--- config.mk ---
export PLATFORM = sky130hd
export DESIGN_NAME = hc595_ctrl
export DESIGN_NICKNAME = d
export VERILOG_FILES = /design/src/rtl/hc595_ctrl.sv
export SDC_FILE = /design/constraint.sdc
export NUM_CORES = 1
export LEC_CHECK = 0
export CAP_MARGIN = 20
export CORE_MARGIN = 4
export CORE_UTILIZATION = 58
export CTS_CLUSTER_DIAMETER = 30
export DETAILED_ROUTE_END_ITERATION = 7
export PLACE_DENSITY_LB_ADDON = 0.1
export SLEW_MARGIN = 20
export SYNTH_ARGS = -nofsm -noshare
export SYNTH_HDL_FRONTEND = slang
export SYNTH_SLANG_ARGS = --single-unit
--- constraint.sdc ---
create_clock -name sys_clk -period 4.78 [get_ports sys_clk]
set_clock_uncertainty 0.2 [all_clocks]
set_input_delay 0.717 -clock sys_clk [delete_from_list [all_inputs] [get_ports sys_clk]]
set_output_delay 0.717 -clock sys_clk [all_outputs]
set_load 0.005 [all_outputs]
--- src/rtl/hc595_ctrl.sv ---
// Serialises seg/sel into two chained 74HC595s (seg first, LSB first; then sel[5]..sel[0]).
// A frame is sent on any change of {seg,sel}, and once after every reset.
module hc595_ctrl #(
    parameter int DIV = 2
) (
    input  logic       sys_clk,
    input  logic       sys_rst_n,
    input  logic [7:0] seg,
    input  logic [5:0] sel,
    output logic       ds,
    output logic       shcp,
    output logic       stcp,
    output logic       oe,
    output logic       busy
);

    localparam int DW = (DIV > 1) ? $clog2(DIV) : 1;
    localparam logic [DW-1:0] DIV_MAX = DW'(DIV - 1);

    typedef enum logic [1:0] {
        IDLE  = 2'd0,
        SHIFT = 2'd1,
        LATCH = 2'd2
    } state_e;

    state_e        state_q, state_d;
    logic [DW-1:0] div_q, div_d;
    logic          half_q, half_d;
    logic [3:0]    bit_q, bit_d;
    logic [13:0]   shadow_q, shadow_d;
    logic [13:0]   last_q, last_d;
    logic          first_q, first_d;
    logic          ds_q, ds_d;
    logic          shcp_q, shcp_d;
    logic          stcp_q, stcp_d;
    logic          oe_q, oe_d;
    logic          busy_q, busy_d;

    logic [13:0] ser_w;
    logic [13:0] frame_w;
    logic        start;
    logic        launch;

    // ser_w[k] is the k-th bit on the wire
    assign ser_w   = {sel[0], sel[1], sel[2], sel[3], sel[4], sel[5], seg};
    assign frame_w = {seg, sel};
    assign start   = first_q || (frame_w != last_q);

    always_comb begin
        state_d  = state_q;
        div_d    = div_q;
        half_d   = half_q;
        bit_d    = bit_q;
        shadow_d = shadow_q;
        last_d   = last_q;
        first_d  = first_q;
        ds_d     = ds_q;
        shcp_d   = shcp_q;
        stcp_d   = stcp_q;
        oe_d     = oe_q;
        busy_d   = busy_q;
        launch   = 1'b0;

        unique case (state_q)
            IDLE: begin
                ds_d   = 1'b0;
                shcp_d = 1'b0;
                stcp_d = 1'b0;
                busy_d = 1'b0;
                launch = start;
            end
            SHIFT: begin
                if (div_q != DIV_MAX) begin
                    div_d = div_q + 1'b1;
                end else begin
                    div_d = '0;
                    if (!half_q) begin
                        half_d = 1'b1;
                        shcp_d = 1'b1;
                    end else begin
                        half_d = 1'b0;
                        shcp_d = 1'b0;
                        if (bit_q == 4'd13) begin
                            state_d = LATCH;
                            ds_d    = 1'b0;
                            stcp_d  = 1'b1;
                            oe_d    = 1'b0;
                        end else begin
                            bit_d = bit_q + 4'd1;
                            ds_d  = shadow_q[bit_q + 4'd1];
                        end
                    end
                end
            end
            LATCH: begin
                if (div_q != DIV_MAX) begin
                    div_d = div_q + 1'b1;
                end else begin
                    // the exit edge doubles as the idle check
                    state_d = IDLE;
                    div_d   = '0;
                    stcp_d  = 1'b0;
                    busy_d  = 1'b0;
                    launch  = start;
                end
            end
            default: begin
                state_d = IDLE;
                ds_d    = 1'b0;
                shcp_d  = 1'b0;
                stcp_d  = 1'b0;
                busy_d  = 1'b0;
            end
        endcase

        if (launch) begin
            state_d  = SHIFT;
            shadow_d = ser_w;
            last_d   = frame_w;
            first_d  = 1'b0;
            div_d    = '0;
            half_d   = 1'b0;
            bit_d    = 4'd0;
            ds_d     = ser_w[0];
            shcp_d   = 1'b0;
            stcp_d   = 1'b0;
            busy_d   = 1'b1;
        end
    end

    always_ff @(posedge sys_clk) begin
        if (!sys_rst_n) begin
            state_q  <= IDLE;
            div_q    <= '0;
            half_q   <= 1'b0;
            bit_q    <= 4'd0;
            shadow_q <= '0;
            last_q   <= '0;
            first_q  <= 1'b1;
            ds_q     <= 1'b0;
            shcp_q   <= 1'b0;
            stcp_q   <= 1'b0;
            oe_q     <= 1'b1;
            busy_q   <= 1'b0;
        end else begin
            state_q  <= state_d;
            div_q    <= div_d;
            half_q   <= half_d;
            bit_q    <= bit_d;
            shadow_q <= shadow_d;
            last_q   <= last_d;
            first_q  <= first_d;
            ds_q     <= ds_d;
            shcp_q   <= shcp_d;
            stcp_q   <= stcp_d;
            oe_q     <= oe_d;
            busy_q   <= busy_d;
        end
    end

    assign ds   = ds_q;
    assign shcp = shcp_q;
    assign stcp = stcp_q;
    assign oe   = oe_q;
    assign busy = busy_q;

endmodule
==> After elaboration in Yosys (flattened, before gate mapping) <==
Index checks and enable logic that the tools add are counted.
Widths: inputs -> output; s select.
{ "op_classes": {"mux": 26, "n_addsub": 2, "bitwise_logic": 4, "n_eq_ne": 15, "n_lt_le_gt_ge": 1, "n_reduce_logical": 13} }
{ "ops": {"columns": ["cell", "n"], "rows": [
  ["$mux 1", 15],
  ["$ne 14x14->1", 1],
  ["$ne 2x2->1 const B", 7],
  ["$ne 3x3->1 const B", 4],
  ["$reduce_and 4->1", 3],
  ["$pmux 1 s2", 5],
  ["$reduce_and 5->1", 2],
  ["$mux 2", 4],
  ["$pmux 2 s3", 1],
  ["$reduce_and 2->1", 3],
  ["$lt 4x5->1 const B", 1],
  ["$add 4x1->4 const B", 1],
  ["$bmux 1 s4", 1],
  ["$eq 4x4->1 const B", 1],
  ["$not 1->1", 4],
  ["$reduce_or 2->1", 2],
  ["$reduce_and 3->1", 1],
  ["$eq 2x1->1 const B", 1],
  ["$eq 2x2->1 const B", 1],
  ["$logic_not 2->1", 1],
  ["$add 1x1->1 const B", 1],
  ["$logic_or 1x1->1", 1]
]} }
{ "word_totals": {"out_inout_bits": 5, "elab_cells": 74, "inputBits": 16, "ff_bits": 42} }

==> Logic depth before layout (Yosys ltp) <==
Gate-level depths: netlist of run 1.
{ "depth": {"word_depth": 8, "ltp_mapped": 7, "depth_no_buf": 7} }

==> Worst setup path after synthesis of run 1 <==
OpenSTA, ideal clock, no wires.
{ "synth_path": {"path_kind": "reg2reg", "start": "register bit_q[1]", "end": "register ds_q, in the netlist ds", "slack_ns": 2.651, "arrival_time_ns": 1.805, "period_less_slack_ns": 2.129, "t_required_ns": 4.456, "path_stages_with_launch": 7, "n_path_buf": 0, "setup_ns": 0.124, "cell_sequence": "dfxtp_1 inv_1 ha_1 mux4_2 mux2_2 a31oi_1 a31oi_1"} }
{ "synth_between": {"elab_chain_len": 8, "word_cells_on_any_way": 9, "cone_classes": "add/sub (1); eq/ne (1); mux (7)"} }
{ "synth_rtl": {"columns": ["item", "line", "source"], "rows": [
  ["start: declaration", "29", "logic [3:0] bit_q, bit_d;"],
  ["start signal: assignment", "149", "bit_q <= bit_d;"],
  ["$add 4x1->4", "90", "ds_d = shadow_q[bit_q + 4'd1];"],
  ["$bmux 1 s4", "90", null],
  ["$mux 1 (implied by the code)", "90", null],
  ["$mux 1 (*)", "83", "if (bit_q == 4'd13) begin"],
  ["$mux 1 (*)", "77", "if (!half_q) begin"],
  ["$mux 1 (*)", "73", "if (div_q != DIV_MAX) begin"],
  ["$pmux 1 s2 (*)", "64", "unique case (state_q)"],
  ["$mux 1 (*)", "116", "if (launch) begin"],
  ["end signal: assignment", "153", "ds_q <= ds_d;"],
  ["end: declaration", "33", "logic ds_q, ds_d;"]
]} }
Every way passes the cells marked *; elsewhere a longest branch is shown, timed or not. The select of a mux whose other input is x is not followed.
A chain may end at the register's enable or synchronous reset.

==> Final worst setup path of run 1 <==
{ "layout_path": {"start": "input seg[5]", "end": "register shcp_q, in the netlist shcp"} }
{ "layout_between": {"elab_chain_len": 5} }
{ "layout_rtl": {"columns": ["item", "line", "source"], "rows": [
  ["start: declaration", "8", "input logic [7:0] seg,"],
  ["$ne 14x14->1 (*)", "47", "assign start = first_q || (frame_w != last_q);"],
  ["$logic_or 1x1->1 (*)", "47", null],
  ["$mux 1", "96", "if (div_q != DIV_MAX) begin"],
  ["$pmux 1 s2 (*)", "64", null],
  ["$reduce_or 2->1 (no source line) (*)", null, null],
  ["end signal: assignment", "154", "shcp_q <= shcp_d;"],
  ["end: declaration", "34", "logic shcp_q, shcp_d;"]
]} }
Every way passes the cells marked *; elsewhere a longest branch is shown, timed or not.

==> results of run 1 <==
logic make-up after synthesis:
| kind of cell | share of synthesized area [%] |
|---|---|
| adder cells (fa/ha/maj) | 4.105 |
| multiplexers | 15.76 |
| buffers and inverters | 5.255 |
| flip-flops | 36.78 |
| AND/OR/NAND/NOR | 17.57 |
| AO/OA/AOI/OAI | 8.457 |
| XOR/XNOR | 12.07 |
report_power, final:
part / switching, mW / internal [mW]
combinational: 0.0403 / 0.0483
clock: 0.0733 / 0.0849
sequential: 0.0121 / 0.248
total: 0.126 / 0.381
cells in the mapped netlist (all sizes together):
| master | count |
|---|---|
| dfxtp | 28 |
| mux2i | 15 |
| nor2b | 15 |
| nor2 | 14 |
| xor2 | 13 |
| nand2 | 8 |
| xnor2 | 8 |
| a21oi | 5 |
| ha | 5 |
| inv | 5 |
| o21ai | 5 |
| buf | 3 |
| mux4 | 3 |
| nand4 | 3 |
| nor4 | 3 |
| a21boi | 2 |
| a31oi | 2 |
| mux2 | 2 |
| nand3 | 2 |
| a2111oi | 1 |
| a21o | 1 |
| a31o | 1 |
| and2 | 1 |
| bufbuf | 1 |
| clkbuf | 1 |
| nand3b | 1 |
| o21bai | 1 |
| or3 | 1 |
final cells by class:
type	instances	area share, %
well taps	30	2.141
clock buffers	3	1.285
inverters	5	1.071
flip-flops and latches	28	31.98
clock inverters	1	1.713
repair buffers	20	11.42
multi-input cells	112	50.39
worst min-delay path by stage:
stage,to,depth (start not counted)
4_1_cts,oe$_SDFFE_PN1P_,2
3_3_place_gp,first_q$_SDFFE_PN1P_,2
2_1_floorplan,first_q$_SDFFE_PN1P_,2
6_report,oe$_SDFFE_PN1P_,2
3_5_place_dp,first_q$_SDFFE_PN1P_,2
5_1_grt,state_q[0]$_SDFFE_PN0P_,2
critical path: cells and delay by family:
kind | cells | cell delay [ns]
buffers and inverters | 1 | 0.49
AO/OA/AOI/OAI | 2 | 0.78
XOR/XNOR | 1 | 0.13
AND/OR/NAND/NOR | 3 | 0.68
through the flow:
step           hold slack (ns)  utilization (%)
3_5_place_dp            0.2522            68.02
6_report                0.2914            70.12
3_3_place_gp            0.2323            68.02
4_1_cts                 0.2951            70.12
2_1_floorplan           0.2226                -
5_1_grt                 0.3227            70.12
per-layer routing:
layer / up-vias / wire length [um] / share of wire, % / GRT usage (%)
met3: 7 / 120 / 4.1 / 3.922
met1: 511 / 1351 / 46 / 23.23
met4: 0 / 63 / 2.2 / 9.385
met5: - / 0 / 0 / 0
met2: 26 / 1388 / 47 / 31.51
li1: 552 / - / - / -
==> impl_metrics.py, run 1 <==
metrics = {
    "floorplanning": {
        "dieHeight_um": 59.26,
        "rows": 18,
        "num_io_pins": 21,
        "coreArea_sq_um": 2500,
        "dieArea_sq_um": 3512,
        "fp.dieW_um": 59.26,
        "start_util_pct": 60.96,
    },
    "synth": {
        "yosysTopAreaCellShare_pct": 36.78,
        "syn-num-nets": 171,
        "syn_area_sq_um": 1524,
        "synth_cells": 150,
        "postSynthAreaPerCell_sq_um": 10.16,
        "ys_types": 35,
        "ys_ff_latch": 28,
        "synth_top_area_cell": "dfxtp_1",
        "synthTopCellsByArea": "dfxtp_1, mux2i_1, xor2_1",
        "yosysSeqAreaShare_pct": 36.78,
        "yosysWarnings": 0,
    },
    "pwr": {
        "total_power_mw": 0.5067,
        "p_leak_nw": 0.6702,
        "power.density_nw_per_um2": 289.1,
        "peakVddDrop_mv": 0.1990,
    },
    "placed_design": {
        "place_inst": 195,
        "gp_congestion": 0.7957,
        "post_dp_cell_area_sq_um": 1700,
        "port_buffers": 20,
        "place_hpwl_mm": 2.155,
        "dp_worst_setup_slack_ns": 1.693,
    },
    "sta": {
        "worst_pin_slew_ns": 0.5864,
        "fin_ws_ns": 2.075,
        "hold_viol": 0,
        "period_needed_ns": 2.705,
        "period_share_pct": 56.59,
        "rsz0062_at_grt": "no",
        "relSlewSlack_pct": 60.91,
        "clock.fmax_mhz": 369.7,
        "finalSetupViolCount": 0,
        "drv_slew": 0,
        "tns_ns": 0,
    },
    "setup_path": {
        "path_class": "input pin to flop",
        "r2r-end": "ds$_SDFFE_PN0P_",
        "critPathSlowestCell": "a31o_2",
        "cp_max_fo": 20,
        "critPathCaptureType": "flop",
        "rr_worst_depth": 5,
        "cp.required_ns": 4.87,
        "critical-path-max-stage-delay_ns": 0.58,
        "start_kind": "input pin",
        "critPathCapture": "shcp$_SDFFE_PP0P_",
        "reg2reg_from": "bit_q[0]$_SDFFE_PP0P_",
        "r2r_slack_ns": 2.38,
        "startpoint": "seg[5]",
        "arrival_ns": 2.79,
        "cp_cell_sequence": "clkdlybuf4s50_1 > xnor2_1 > nand4_1 > nor4_1 > a31o_2 > nand2_1 > a21oi_1",
    },
    "finish": {
        "mostFrequentLayoutCells": "dfxtp_1, clkdlybuf4s50_1, mux2i_1, nor2b_1, nor2_1",
        "syn_to_final_growth_pct": 15.02,
        "finalNetCount": 191,
        "largest_reg_flops": 13,
        "diodes": 0,
        "fin_cells": 199,
        "design_area_sq_um": 1753,
        "reg_top3": "shadow_q (13), bit_q (4), state_q (2)",
        "mostFrequentLayoutCell": "dfxtp_1",
        "multiInputGateArea_sq_um": 883.3,
        "top_register": "shadow_q",
        "layout-drive-gt1-share_pct": 7.692,
        "num-fill-cells": 203,
        "regArea_sq_um": 560.5,
    },
    "global_routing": {
        "antenna_found_initial": 0,
        "grt_pass1_wl_mm": 5.064,
        "grt_overflow": 0,
        "grt_max_degree": 21,
        "grt_use_total_pct": 19.02,
        "grt_pass1_vias": 1171,
    },
    "clock_network": {
        "cts_setup_buffers": 0,
        "clkSinkCount": 28,
        "cts_tree": "yes",
        "insertion_delay_ns": 0.34,
        "cts_resized": 0,
        "clkTransAtPathRegs_ns": 0.16,
        "ctsLongestPathBuffers": 2,
        "cts_htree_levels": 1,
        "ctsHoldBuffers": 0,
        "cts_inserted_buffers": 3,
        "cts-root-buf": "clkbuf_4",
    },
    "worst_hold_path": {
        "hp-class": "flop to flop",
        "worstHoldStart": "oe$_SDFFE_PN1P_",
    },
    "routing": {
        "drt_pass1_iterations": 5,
        "wl_per_cell_um": 14.69,
        "postRouteAntennaNets": 0,
        "routed-via-count": 1096,
        "drtIter0Drc": 28,
        "viasPerCell": 5.508,
        "route.detailed.drc": 0,
        "wirelength_mm": 2.924,
    },
    "run": {
        "max-cap-violations": 0,
    },
    "status": {
        "outcome": "finished clean",
    },
}
Power figures use the tool's default switching activity.
==> run 2, diff against run 1 <==
CORE_UTILIZATION = 54   (was 58)
clock period = 2.8 ns   (was 4.78 ns; I/O delays follow)
==> impl_metrics.py, run 2 (same netlist as run 1, synthesis figures left out) <==
metrics = {
    "status": {
        "outcome": "finished clean",
    },
    "floorplanning": {
        "rows": 19,
        "dieArea_sq_um": 3736,
        "dieHeight_um": 61.13,
        "fp.dieW_um": 61.13,
        "start_util_pct": 55.74,
        "coreArea_sq_um": 2734,
        "num_io_pins": 21,
    },
    "finish": {
        "mostFrequentLayoutCell": "dfxtp_1",
        "num-fill-cells": 248,
        "layout-drive-gt1-share_pct": 10.34,
        "diodes": 0,
        "mostFrequentLayoutCells": "dfxtp_1, clkdlybuf4s50_1, mux2i_1, nor2b_1, nor2_1",
        "reg_top3": "shadow_q (13), bit_q (4), state_q (2)",
        "fin_cells": 205,
        "syn_to_final_growth_pct": 18.39,
        "finalNetCount": 196,
        "largest_reg_flops": 13,
        "top_register": "shadow_q",
        "multiInputGateArea_sq_um": 883.3,
        "regArea_sq_um": 560.5,
    },
    "routing": {
        "postRouteAntennaNets": 0,
        "routed-via-count": 1111,
        "wirelength_mm": 2.856,
        "drt_pass1_iterations": 4,
        "route.detailed.drc": 0,
        "wl_per_cell_um": 13.93,
        "viasPerCell": 5.420,
        "drtIter0Drc": 35,
    },
    "clock_network": {
        "clkTransAtPathRegs_ns": 0.15,
        "cts-root-buf": "clkbuf_4",
        "cts_tree": "yes",
        "cts_inserted_buffers": 3,
        "insertion_delay_ns": 0.34,
        "cts_htree_levels": 1,
        "ctsHoldBuffers": 0,
        "ctsLongestPathBuffers": 2,
        "cts_resized": 0,
        "cts_setup_buffers": 0,
        "clkSinkCount": 28,
    },
    "setup_path": {
        "r2r_slack_ns": 0.63,
        "cp.required_ns": 2.85,
        "reg2reg_from": "bit_q[1]$_SDFFE_PP0P_",
        "critPathCapture": "shadow_q[3]$_SDFFE_PN0P_",
        "cp_max_fo": 8,
        "rr_worst_depth": 6,
        "path_class": "input pin to flop",
        "startpoint": "seg[5]",
        "critPathCaptureType": "flop",
        "start_kind": "input pin",
        "r2r-end": "ds$_SDFFE_PN0P_",
        "arrival_ns": 2.28,
    },
    "pwr": {
        "peakVddDrop_mv": 0.3848,
        "p_leak_nw": 0.6986,
        "power.density_nw_per_um2": 486.1,
    },
    "run": {
        "max-cap-violations": 0,
    },
    "sta": {
        "worst_pin_slew_ns": 0.3406,
        "rsz0062_at_grt": "no",
        "period_share_pct": 79.71,
        "period_needed_ns": 2.232,
        "clock.fmax_mhz": 448.0,
        "tns_ns": 0,
        "relSlewSlack_pct": 77.08,
        "drv_slew": 0,
        "whs_ns": 0.2789,
        "finalSetupViolCount": 0,
        "fin_ws_ns": 0.5680,
        "hold_viol": 0,
    },
    "global_routing": {
        "grt_pass1_vias": 1076,
        "grt_overflow": 0,
        "antenna_found_initial": 0,
        "grt_max_degree": 17,
        "grt_pass1_wl_mm": 4.885,
        "grt_use_total_pct": 17.97,
    },
    "worst_hold_path": {
        "hp-class": "flop to flop",
        "holdPathStages": 2,
    },
    "placed_design": {
        "gp_congestion": 0.7737,
        "port_buffers": 20,
        "dp_worst_setup_slack_ns": 0.2011,
        "place_hpwl_mm": 2.253,
        "place_inst": 201,
    },
}
-- run 2: changes by cell type in the layout (fill, tap and decap cells not counted), sizes merged --
| cell | previous run | this run |
|---|---|---|
| buf | 0 | 5 |
-- run 2: how the worst min path moves through the flow --
stage	startpoint	end
2_1_floorplan	first_q$_SDFFE_PN1P_	first_q$_SDFFE_PN1P_
3_3_place_gp	first_q$_SDFFE_PN1P_	first_q$_SDFFE_PN1P_
3_5_place_dp	oe$_SDFFE_PN1P_	oe$_SDFFE_PN1P_
4_1_cts	oe$_SDFFE_PN1P_	oe$_SDFFE_PN1P_
5_1_grt	first_q$_SDFFE_PN1P_	first_q$_SDFFE_PN1P_
6_report	first_q$_SDFFE_PN1P_	first_q$_SDFFE_PN1P_
-- run 2: power breakdown --
group / leakage (nW) / switching (mW) / internal [mW]
Combinational: 0.441 / 0.0699 / 0.0911
Sequential: 0.230 / 0.0212 / 0.423
Clock: 0.0279 / 0.127 / 0.145
Total: 0.699 / 0.218 / 0.659
-- run 2: critical path, stage by stage --
cell,delay [ns]
clkdlybuf4s50_1,0.50
xnor2_1,0.12
nand4_1,0.13
nor4_1,0.28
a31o_2,0.36
buf_4,0.21
mux2i_1,0.19
nor2b_1,0.06
-- run 2: stage by stage --
| step | area, sq um | total power [mW] | utilization, % |
|---|---|---|---|
| 2_1_floorplan | 1524 | 0.5591 | - |
| 3_3_place_gp | 1752 | 0.6088 | 64.07 |
| 3_5_place_dp | 1752 | 0.6140 | 64.07 |
| 4_1_cts | 1804 | 0.8849 | 66.00 |
| 5_1_grt | 1804 | 0.9261 | 66.00 |
| 6_report | 1804 | 0.8771 | 66.00 |
-- run 2: area by class of cell --
| class | instances | share of cell area [%] |
|---|---|---|
| clock buffer | 3 | 1.248 |
| clock inverter | 1 | 1.664 |
| inverter | 5 | 1.040 |
| multi-input combinational | 112 | 48.96 |
| sequential | 28 | 31.07 |
| tap | 31 | 2.150 |
| timing repair buffer | 25 | 13.87 |
-- run 2: routing by layer --
layer / track usage (%) / vias to the layer above / share of wire (%)
li1: - / 561 / -
met3: 3.564 / 5 / 4.0
met4: 8.669 / 0 / 2.0
met2: 28.10 / 21 / 46
met1: 23.68 / 524 / 48
met5: 0 / - / 0
